$ cat src/rtl/alu_pkg.sv
// Purpose: shared opcode, flag and FSM-state definitions for the byte-serial ALU wrapper.
// Latency: n/a (types and constants only).
// Backpressure: n/a.
package alu_pkg;

    // 4-bit opcode; the upper nibble of the opcode byte is never stored.
    typedef enum logic [3:0] {
        OP_ADD   = 4'd0,
        OP_SUB   = 4'd1,
        OP_AND   = 4'd2,
        OP_OR    = 4'd3,
        OP_XOR   = 4'd4,
        OP_NOT   = 4'd5,
        OP_SHL   = 4'd6,
        OP_SHR   = 4'd7,
        OP_INC   = 4'd8,
        OP_DEC   = 4'd9,
        OP_MUL   = 4'd10,
        OP_CMP   = 4'd11,
        OP_PASSA = 4'd12,
        OP_PASSB = 4'd13,
        OP_NAND  = 4'd14,
        OP_NOR   = 4'd15
    } alu_op_e;

    // Bit positions of the flags inside the third output byte.
    localparam int FLAG_V_BIT = 0;
    localparam int FLAG_C_BIT = 1;
    localparam int FLAG_Z_BIT = 2;
    localparam int FLAG_N_BIT = 3;

    // Packed so that {4'b0, flags} lands each flag on its FLAG_*_BIT position.
    typedef struct packed {
        logic n;
        logic z;
        logic c;
        logic v;
    } alu_flags_t;

    typedef enum logic [3:0] {
        ST_REQ_OP,
        ST_WAIT_OP,
        ST_REQ_A,
        ST_WAIT_A,
        ST_REQ_B,
        ST_WAIT_B,
        ST_EXEC,
        ST_OUT0,
        ST_OUT1,
        ST_OUT2
    } wrap_state_e;

    function automatic logic [7:0] flags_byte(input alu_flags_t f);
        return {4'b0000, f};
    endfunction

endpackage

$ cat src/rtl/alu_core.sv
// Purpose: 8-bit ALU, 16 opcodes, 16-bit result plus N/Z/C/V flags.
// Latency: purely combinational, 0 cycles.
// Backpressure: none; outputs follow inputs.
// Ports: op (opcode), a/b (operands) -> result[15:0], n, z, c, v.
module alu_core
    import alu_pkg::*;
(
    input  alu_op_e     op,
    input  logic [7:0]  a,
    input  logic [7:0]  b,
    output logic [15:0] result,
    output logic        n,
    output logic        z,
    output logic        c,
    output logic        v
);

    logic [8:0]  ext;   // 9-bit add/sub; bit 8 is carry (add) or borrow (sub)
    logic [15:0] prod;

    always_comb begin
        ext    = 9'd0;
        prod   = 16'd0;
        result = 16'd0;
        c      = 1'b0;
        v      = 1'b0;
        case (op)
            OP_ADD: begin
                ext    = {1'b0, a} + {1'b0, b};
                c      = ext[8];
                v      = (a[7] == b[7]) && (ext[7] != a[7]);
                result = {7'b0, c, ext[7:0]};
            end
            OP_SUB: begin
                ext    = {1'b0, a} - {1'b0, b};
                c      = ext[8];
                v      = (a[7] != b[7]) && (ext[7] != a[7]);
                result = {7'b0, c, ext[7:0]};
            end
            OP_CMP: begin
                // Same subtraction as SUB, but only the flags survive.
                ext    = {1'b0, a} - {1'b0, b};
                c      = ext[8];
                v      = (a[7] != b[7]) && (ext[7] != a[7]);
                result = 16'd0;
            end
            OP_INC: begin
                ext    = {1'b0, a} + 9'd1;
                c      = ext[8];
                v      = ~a[7] & ext[7];
                result = {7'b0, c, ext[7:0]};
            end
            OP_DEC: begin
                ext    = {1'b0, a} - 9'd1;
                c      = ext[8];
                v      = a[7] & ~ext[7];
                result = {7'b0, c, ext[7:0]};
            end
            OP_SHL: begin
                c      = a[7];
                result = {7'b0, c, a[6:0], 1'b0};
            end
            OP_SHR: begin
                c      = a[0];
                result = {7'b0, c, 1'b0, a[7:1]};
            end
            OP_MUL: begin
                prod   = {8'b0, a} * {8'b0, b};
                c      = |prod[15:8];
                result = prod;
            end
            OP_AND:   result = {8'b0, a & b};
            OP_OR:    result = {8'b0, a | b};
            OP_XOR:   result = {8'b0, a ^ b};
            OP_NOT:   result = {8'b0, ~a};
            OP_PASSA: result = {8'b0, a};
            OP_PASSB: result = {8'b0, b};
            OP_NAND:  result = {8'b0, ~(a & b)};
            OP_NOR:   result = {8'b0, ~(a | b)};
            default:  result = 16'd0;
        endcase

        // CMP reports on the difference it discarded; MUL's zero test spans the full product.
        n = (op == OP_CMP) ? ext[7] : result[7];
        if (op == OP_MUL)
            z = (result == 16'd0);
        else if (op == OP_CMP)
            z = (a == b);
        else
            z = (result[7:0] == 8'd0);
    end

endmodule

$ cat src/rtl/wrapper_alu.sv
// Purpose: byte-serial wrapper: fetch opcode/A/B via next_in, run alu_core, emit lo/hi/flags bytes.
// Latency: 3*(1+WAIT_CYCLES)+1 cycles from the REQ_OP edge to the first output byte; 3*(1+WAIT_CYCLES)+4 per transaction.
// Backpressure: none; the sink must take one byte per cycle while output_done is high.
// Ports: clk, rst (async active-low), data_in[7:0] -> data_out[7:0], next_in (request pulse), output_done (byte strobe).
module wrapper_alu
    import alu_pkg::*;
#(
    parameter int WAIT_CYCLES = 2
) (
    input  logic       clk,
    input  logic       rst,
    input  logic [7:0] data_in,
    output logic [7:0] data_out,
    output logic       next_in,
    output logic       output_done
);

    localparam int              CNT_W    = (WAIT_CYCLES > 1) ? $clog2(WAIT_CYCLES) : 1;
    localparam logic [CNT_W-1:0] CNT_LAST = CNT_W'(WAIT_CYCLES - 1);

    wrap_state_e      state;
    logic [CNT_W-1:0] wait_cnt;
    logic             wait_done;
    alu_op_e          opcode_q;
    logic [7:0]       a_q;
    logic [7:0]       b_q;
    logic [15:0]      result_q;
    alu_flags_t       flags_q;

    logic [15:0]      core_result;
    logic             core_n, core_z, core_c, core_v;

    // Opcode byte's upper nibble carries no meaning.
    logic             unused_op_hi;
    assign unused_op_hi = ^data_in[7:4];

    assign wait_done = (wait_cnt == CNT_LAST);

    alu_core u_alu_core (
        .op     (opcode_q),
        .a      (a_q),
        .b      (b_q),
        .result (core_result),
        .n      (core_n),
        .z      (core_z),
        .c      (core_c),
        .v      (core_v)
    );

    // Each state's action happens on the edge that leaves it, so next_in and
    // output_done are high during the cycle after REQ_x / OUTx respectively.
    always_ff @(posedge clk or negedge rst) begin
        if (!rst) begin
            state       <= ST_REQ_OP;
            wait_cnt    <= '0;
            opcode_q    <= OP_ADD;
            a_q         <= 8'd0;
            b_q         <= 8'd0;
            result_q    <= 16'd0;
            flags_q     <= '0;
            data_out    <= 8'd0;
            next_in     <= 1'b0;
            output_done <= 1'b0;
        end else begin
            next_in     <= 1'b0;
            output_done <= 1'b0;
            case (state)
                ST_REQ_OP: begin
                    next_in  <= 1'b1;
                    wait_cnt <= '0;
                    state    <= ST_WAIT_OP;
                end
                ST_WAIT_OP: begin
                    if (wait_done) begin
                        opcode_q <= alu_op_e'(data_in[3:0]);
                        state    <= ST_REQ_A;
                    end else begin
                        wait_cnt <= wait_cnt + CNT_W'(1);
                    end
                end
                ST_REQ_A: begin
                    next_in  <= 1'b1;
                    wait_cnt <= '0;
                    state    <= ST_WAIT_A;
                end
                ST_WAIT_A: begin
                    if (wait_done) begin
                        a_q   <= data_in;
                        state <= ST_REQ_B;
                    end else begin
                        wait_cnt <= wait_cnt + CNT_W'(1);
                    end
                end
                ST_REQ_B: begin
                    next_in  <= 1'b1;
                    wait_cnt <= '0;
                    state    <= ST_WAIT_B;
                end
                ST_WAIT_B: begin
                    if (wait_done) begin
                        b_q   <= data_in;
                        state <= ST_EXEC;
                    end else begin
                        wait_cnt <= wait_cnt + CNT_W'(1);
                    end
                end
                ST_EXEC: begin
                    result_q <= core_result;
                    flags_q  <= '{n: core_n, z: core_z, c: core_c, v: core_v};
                    state    <= ST_OUT0;
                end
                ST_OUT0: begin
                    data_out    <= result_q[7:0];
                    output_done <= 1'b1;
                    state       <= ST_OUT1;
                end
                ST_OUT1: begin
                    data_out    <= result_q[15:8];
                    output_done <= 1'b1;
                    state       <= ST_OUT2;
                end
                ST_OUT2: begin
                    // Flags byte stays on data_out until the next OUT0.
                    data_out    <= flags_byte(flags_q);
                    output_done <= 1'b1;
                    state       <= ST_REQ_OP;
                end
                default: state <= ST_REQ_OP;
            endcase
        end
    end

endmodule

$ cat config.mk
export PLATFORM = sky130hd
export DESIGN_NAME = wrapper_alu
export DESIGN_NICKNAME = d
export VERILOG_FILES = /design/src/rtl/alu_pkg.sv /design/src/rtl/alu_core.sv /design/src/rtl/wrapper_alu.sv
export SDC_FILE = /design/constraint.sdc
export NUM_CORES = 1
export LEC_CHECK = 0
export ABC_CLOCK_PERIOD_IN_PS = 6600
export BUFFER_PORTS_ARGS = -buffer_cell sky130_fd_sc_hd__clkbuf_2
export CAP_MARGIN = 0
export CORE_ASPECT_RATIO = 1.5
export CORE_MARGIN = 2
export CORE_UTILIZATION = 45
export CTS_CLUSTER_DIAMETER = 120
export CTS_CLUSTER_SIZE = 12
export DETAILED_ROUTE_END_ITERATION = 7
export GPL_ROUTABILITY_DRIVEN = 0
export PLACE_DENSITY = 0.69
export REMOVE_ABC_BUFFERS = 1
export SLEW_MARGIN = 20
export SYNTH_ARGS = -nofsm -noshare
export SYNTH_HDL_FRONTEND = slang
export SYNTH_HIERARCHICAL = 1
export SYNTH_SLANG_ARGS = --single-unit
export TNS_END_PERCENT = 5
$ cat constraint.sdc
create_clock -name clk -period 6.6 [get_ports clk]
set_clock_uncertainty 0.1 [all_clocks]
set_input_delay 1.32 -clock clk [delete_from_list [all_inputs] [get_ports clk]]
set_output_delay 1.32 -clock clk [all_outputs]
set_load 0.03 [all_outputs]
==> metrics <==
status=finished, final reports clean; TritonCTS clock tree=yes; Final TNS setup=0 ns; shortest clock period the worst path allows after layout=between 5 and 6 ns; Crit path arrival time=5.73 ns; clock transition time at the flip-flop clock pins of the worst setup and hold paths=0.07 ns; number of clock buffers inserted by TritonCTS=5; total power per unit cell area=between 200 and 250 mW/mm^2; Design Area, Final=0.00699 mm^2; setup repair after global routing missed its margin=no; number of port buffers=19; Power, Total=roughly 1.4 mW; setup violators final=0; antenna violations before repair=0; category of the most critical setup path=flip-flop to flip-flop; pin count of the biggest net entering global routing=56; post-synthesis cell area=0.00663 mm^2; Area Growth Syn to Fin=5.39%; top flip-flop cell by instance count after synthesis=sky130_fd_sc_hd__dfrtp_1; fraction of synthesized cell area taken by the top area cell type=0.207; synthesized instance count=757; ratio of final minimum period to clock period=0.856; top cell family by delay on the critical path=adder cells; sequential cell area fraction in the yosys report=0.207; count of pins over their slew limit=0; ANT nets after route=0; Unique masters post-synth=80; routed wire length=between 15000 and 20000 um; Leak=~3.2 nW; first-iteration detailed-routing DRC count=640; number of nets in the layout=around 870; most frequent cell after synthesis=sky130_fd_sc_hd__nor2_1; Worst Hold Margin=0.414 ns; iteration count of the initial detailed-routing pass=7; fraction of synthesis flops using an asynchronous set or reset pin=1.00; number of buffers on the longest clock path=2; data required time at the worst endpoint=6.68 ns; Endpoint, Worst Hold=result_q[4]; Detail Placement HPWL=about 15000 um; count of hold buffers inserted by post-cts repair=0; x dimension of the die=between 100 and 150 um; reg2reg path depth=18; global-route wire length before repair=30700 um; series of cell instances along the critical path=inv_1 > nor2_1 > fa_1 > fa_1 > fa_1 > inv_1 > fa_1 > inv_1 > ha_1 > o21ai_0 > nand2b_1 > a41o_1 > a21oi_1 > xor2_1 > and4_1 > a21o_1 > o211ai_1 > mux2_2; worst setup slack for register-to-register paths=0.95 ns; Std-Cell Rows=54; worst hold path type=flip-flop to flip-flop; max frequency=177 MHz; count of endpoints failing hold in the final timing report=0; cell type with the highest aggregate area in the netlist=sky130_fd_sc_hd__dfrtp_1; beginning of the worst register-to-register path=a_q[3]; CTS H-Tree Depth=2; top post-synthesis cells by count=sky130_fd_sc_hd__nor2_1 (92), sky130_fd_sc_hd__inv_1 (79), sky130_fd_sc_hd__ha_1 (64); Post-Place Setup Slack=0.997 ns; core box area=0.0145 mm^2; leading post-synthesis cells by cell area=sky130_fd_sc_hd__dfrtp_1 (21%), sky130_fd_sc_hd__ha_1 (12%), sky130_fd_sc_hd__fa_1 (11%), sky130_fd_sc_hd__mux2_2 (6.5%), sky130_fd_sc_hd__nor2_1 (5.2%); count of buffer and inverter cells on the critical path=3; via total after detailed routing=5785; aggregate global-route resource usage=0.250; average wire length per cell after detail routing=20.1 um; number of synthesized register bits=55; number of enable flip-flop cells after synthesis=0; vias in the first global route=5817; Root Driver=sky130_fd_sc_hd__clkbuf_16; worst hold path stage count=1; FF-to-FF End=flags_q[1]; slew of the pin with the lowest slew margin=approximately 0.86 ns; Ant. Diodes=0; top fanout value on the critical path=16; post-route DRC violation count=0; global route total overflow=0; average size of a mapped cell=8.76 um^2; average vias per placed instance=just over 6; max-capacitance violation count=0; Post CTS Setup Buffer Count=0; Total Die Area=0.0157 mm^2; library cell contributing the largest single delay on the critical path=sky130_fd_sc_hd__dfrtp_1; number of resized instances in the post-cts repair step=0; effective utilization at floorplan=0.459; Worst path max stage delay=0.70 ns; total I/O pin count=20; clock latency at the later pin of the worst-skew pair=0.30 ns; worst path setup slack after routing=between 0.9 and 1 ns; Post-DP Area=0.00683 mm^2; startpoint kind of the worst setup timing path=flip-flop; most repeated library cell on the critical path=sky130_fd_sc_hd__fa_1; height of the die=roughly 150 um; Clock Sink Count=55; number of warnings issued by yosys=6; VDD IR-drop max=0.185 mV; relative slew slack=0.427; layout cell share with drive strength beyond 1=0.135; kind of end point of the critical path=flip-flop; critical hold path startpoint=result_q[4]
[per-stage QoR]
stage	instances	utilization
after floorplan	718	-
after global placement	943	0.472
after detailed placement	943	0.472
after CTS	951	0.483
after global routing	951	0.484
final	951	0.484
[sequential cells by signal, summed over array words and instances (netlist names)]
name / flops
data_out: 8
b_q: 8
a_q: 8
opcode_q: 4
result_q: 16
next_in: 1
flags_q: 4
output_done: 1
state: 4
wait_cnt: 1
[where the power goes]
group | internal [mW] | total (mW) | switching (mW)
Combinational | 0.303 | 0.761 | 0.458
Clock | 0.142 | 0.261 | 0.119
Sequential | 0.362 | 0.389 | 0.0267
[final cells by class]
cell class | count | area [um^2]
Sequential cell | 55 | 1380
Fill cell | 1420 | 7470
Inverter | 86 | 323
Clock inverter | 2 | 17.5
Timing Repair Buffer | 29 | 170
Tap cell | 196 | 245
Clock buffer | 6 | 129
Multi-Input combinational cell | 577 | 4730
[kinds of logic (layout without fill, tap and decap cells)]
kind of cell | Yosys count | after routing | share of synthesized area
AOI/OAI and AO/OA | 174 | 174 | 0.183
and+or+nand+nor | 231 | 231 | 0.179
adders and majority gates | 102 | 102 | 0.235
xor gates and xnor gates | 19 | 19 | 0.0251
DFF | 55 | 55 | 0.207
buffers and inverters | 125 | 123 | 0.0839
muxes | 51 | 51 | 0.0866
[how the worst max path moves through the flow]
stage | startpoint | endpoint | depth (start not counted)
2_1_floorplan | a_q[2] | flags_q[1] | 18
3_3_place_gp | a_q[1] | flags_q[2] | 17
3_5_place_dp | a_q[1] | flags_q[2] | 17
4_1_cts | a_q[1] | flags_q[2] | 17
5_1_grt | a_q[3] | flags_q[2] | 18
6_report | a_q[3] | flags_q[1] | 18
[placed cells by master (no fill, tap or decap), types with 6 or more instances in the layout]
cell type	n
sky130_fd_sc_hd__inv_1	79
sky130_fd_sc_hd__fa_1	38
sky130_fd_sc_hd__nand3_1	11
sky130_fd_sc_hd__nor2b_1	10
sky130_fd_sc_hd__nor3_1	15
sky130_fd_sc_hd__buf_4	10
sky130_fd_sc_hd__nand2_1	44
sky130_fd_sc_hd__clkbuf_2	19
sky130_fd_sc_hd__o211ai_1	9
sky130_fd_sc_hd__nor2_1	92
sky130_fd_sc_hd__mux2_2	38
sky130_fd_sc_hd__a21o_1	7
sky130_fd_sc_hd__mux2i_1	12
sky130_fd_sc_hd__o21ai_0	36
sky130_fd_sc_hd__a211oi_1	14
sky130_fd_sc_hd__o22ai_1	6
sky130_fd_sc_hd__a21oi_1	33
sky130_fd_sc_hd__a31oi_1	8
sky130_fd_sc_hd__xnor2_1	10
sky130_fd_sc_hd__xor2_1	9
sky130_fd_sc_hd__a22oi_1	8
sky130_fd_sc_hd__dfrtp_1	55
sky130_fd_sc_hd__ha_1	64
sky130_fd_sc_hd__nand2b_1	7
[metal layers]
| metal | share of wire | GRT usage | vias up | wire length, um |
|---|---|---|---|---|
| met4 | 0.063 | 0.129 | 0 | 1200 |
| met3 | 0.055 | 0.0280 | 76 | 1050 |
| li1 | - | - | 2670 | - |
| met1 | 0.38 | 0.308 | 2776 | 7220 |
| met2 | 0.50 | 0.422 | 263 | 9620 |
| met5 | 0 | 0 | - | 0 |
Note: power is estimated with default switching activity, not from simulation.
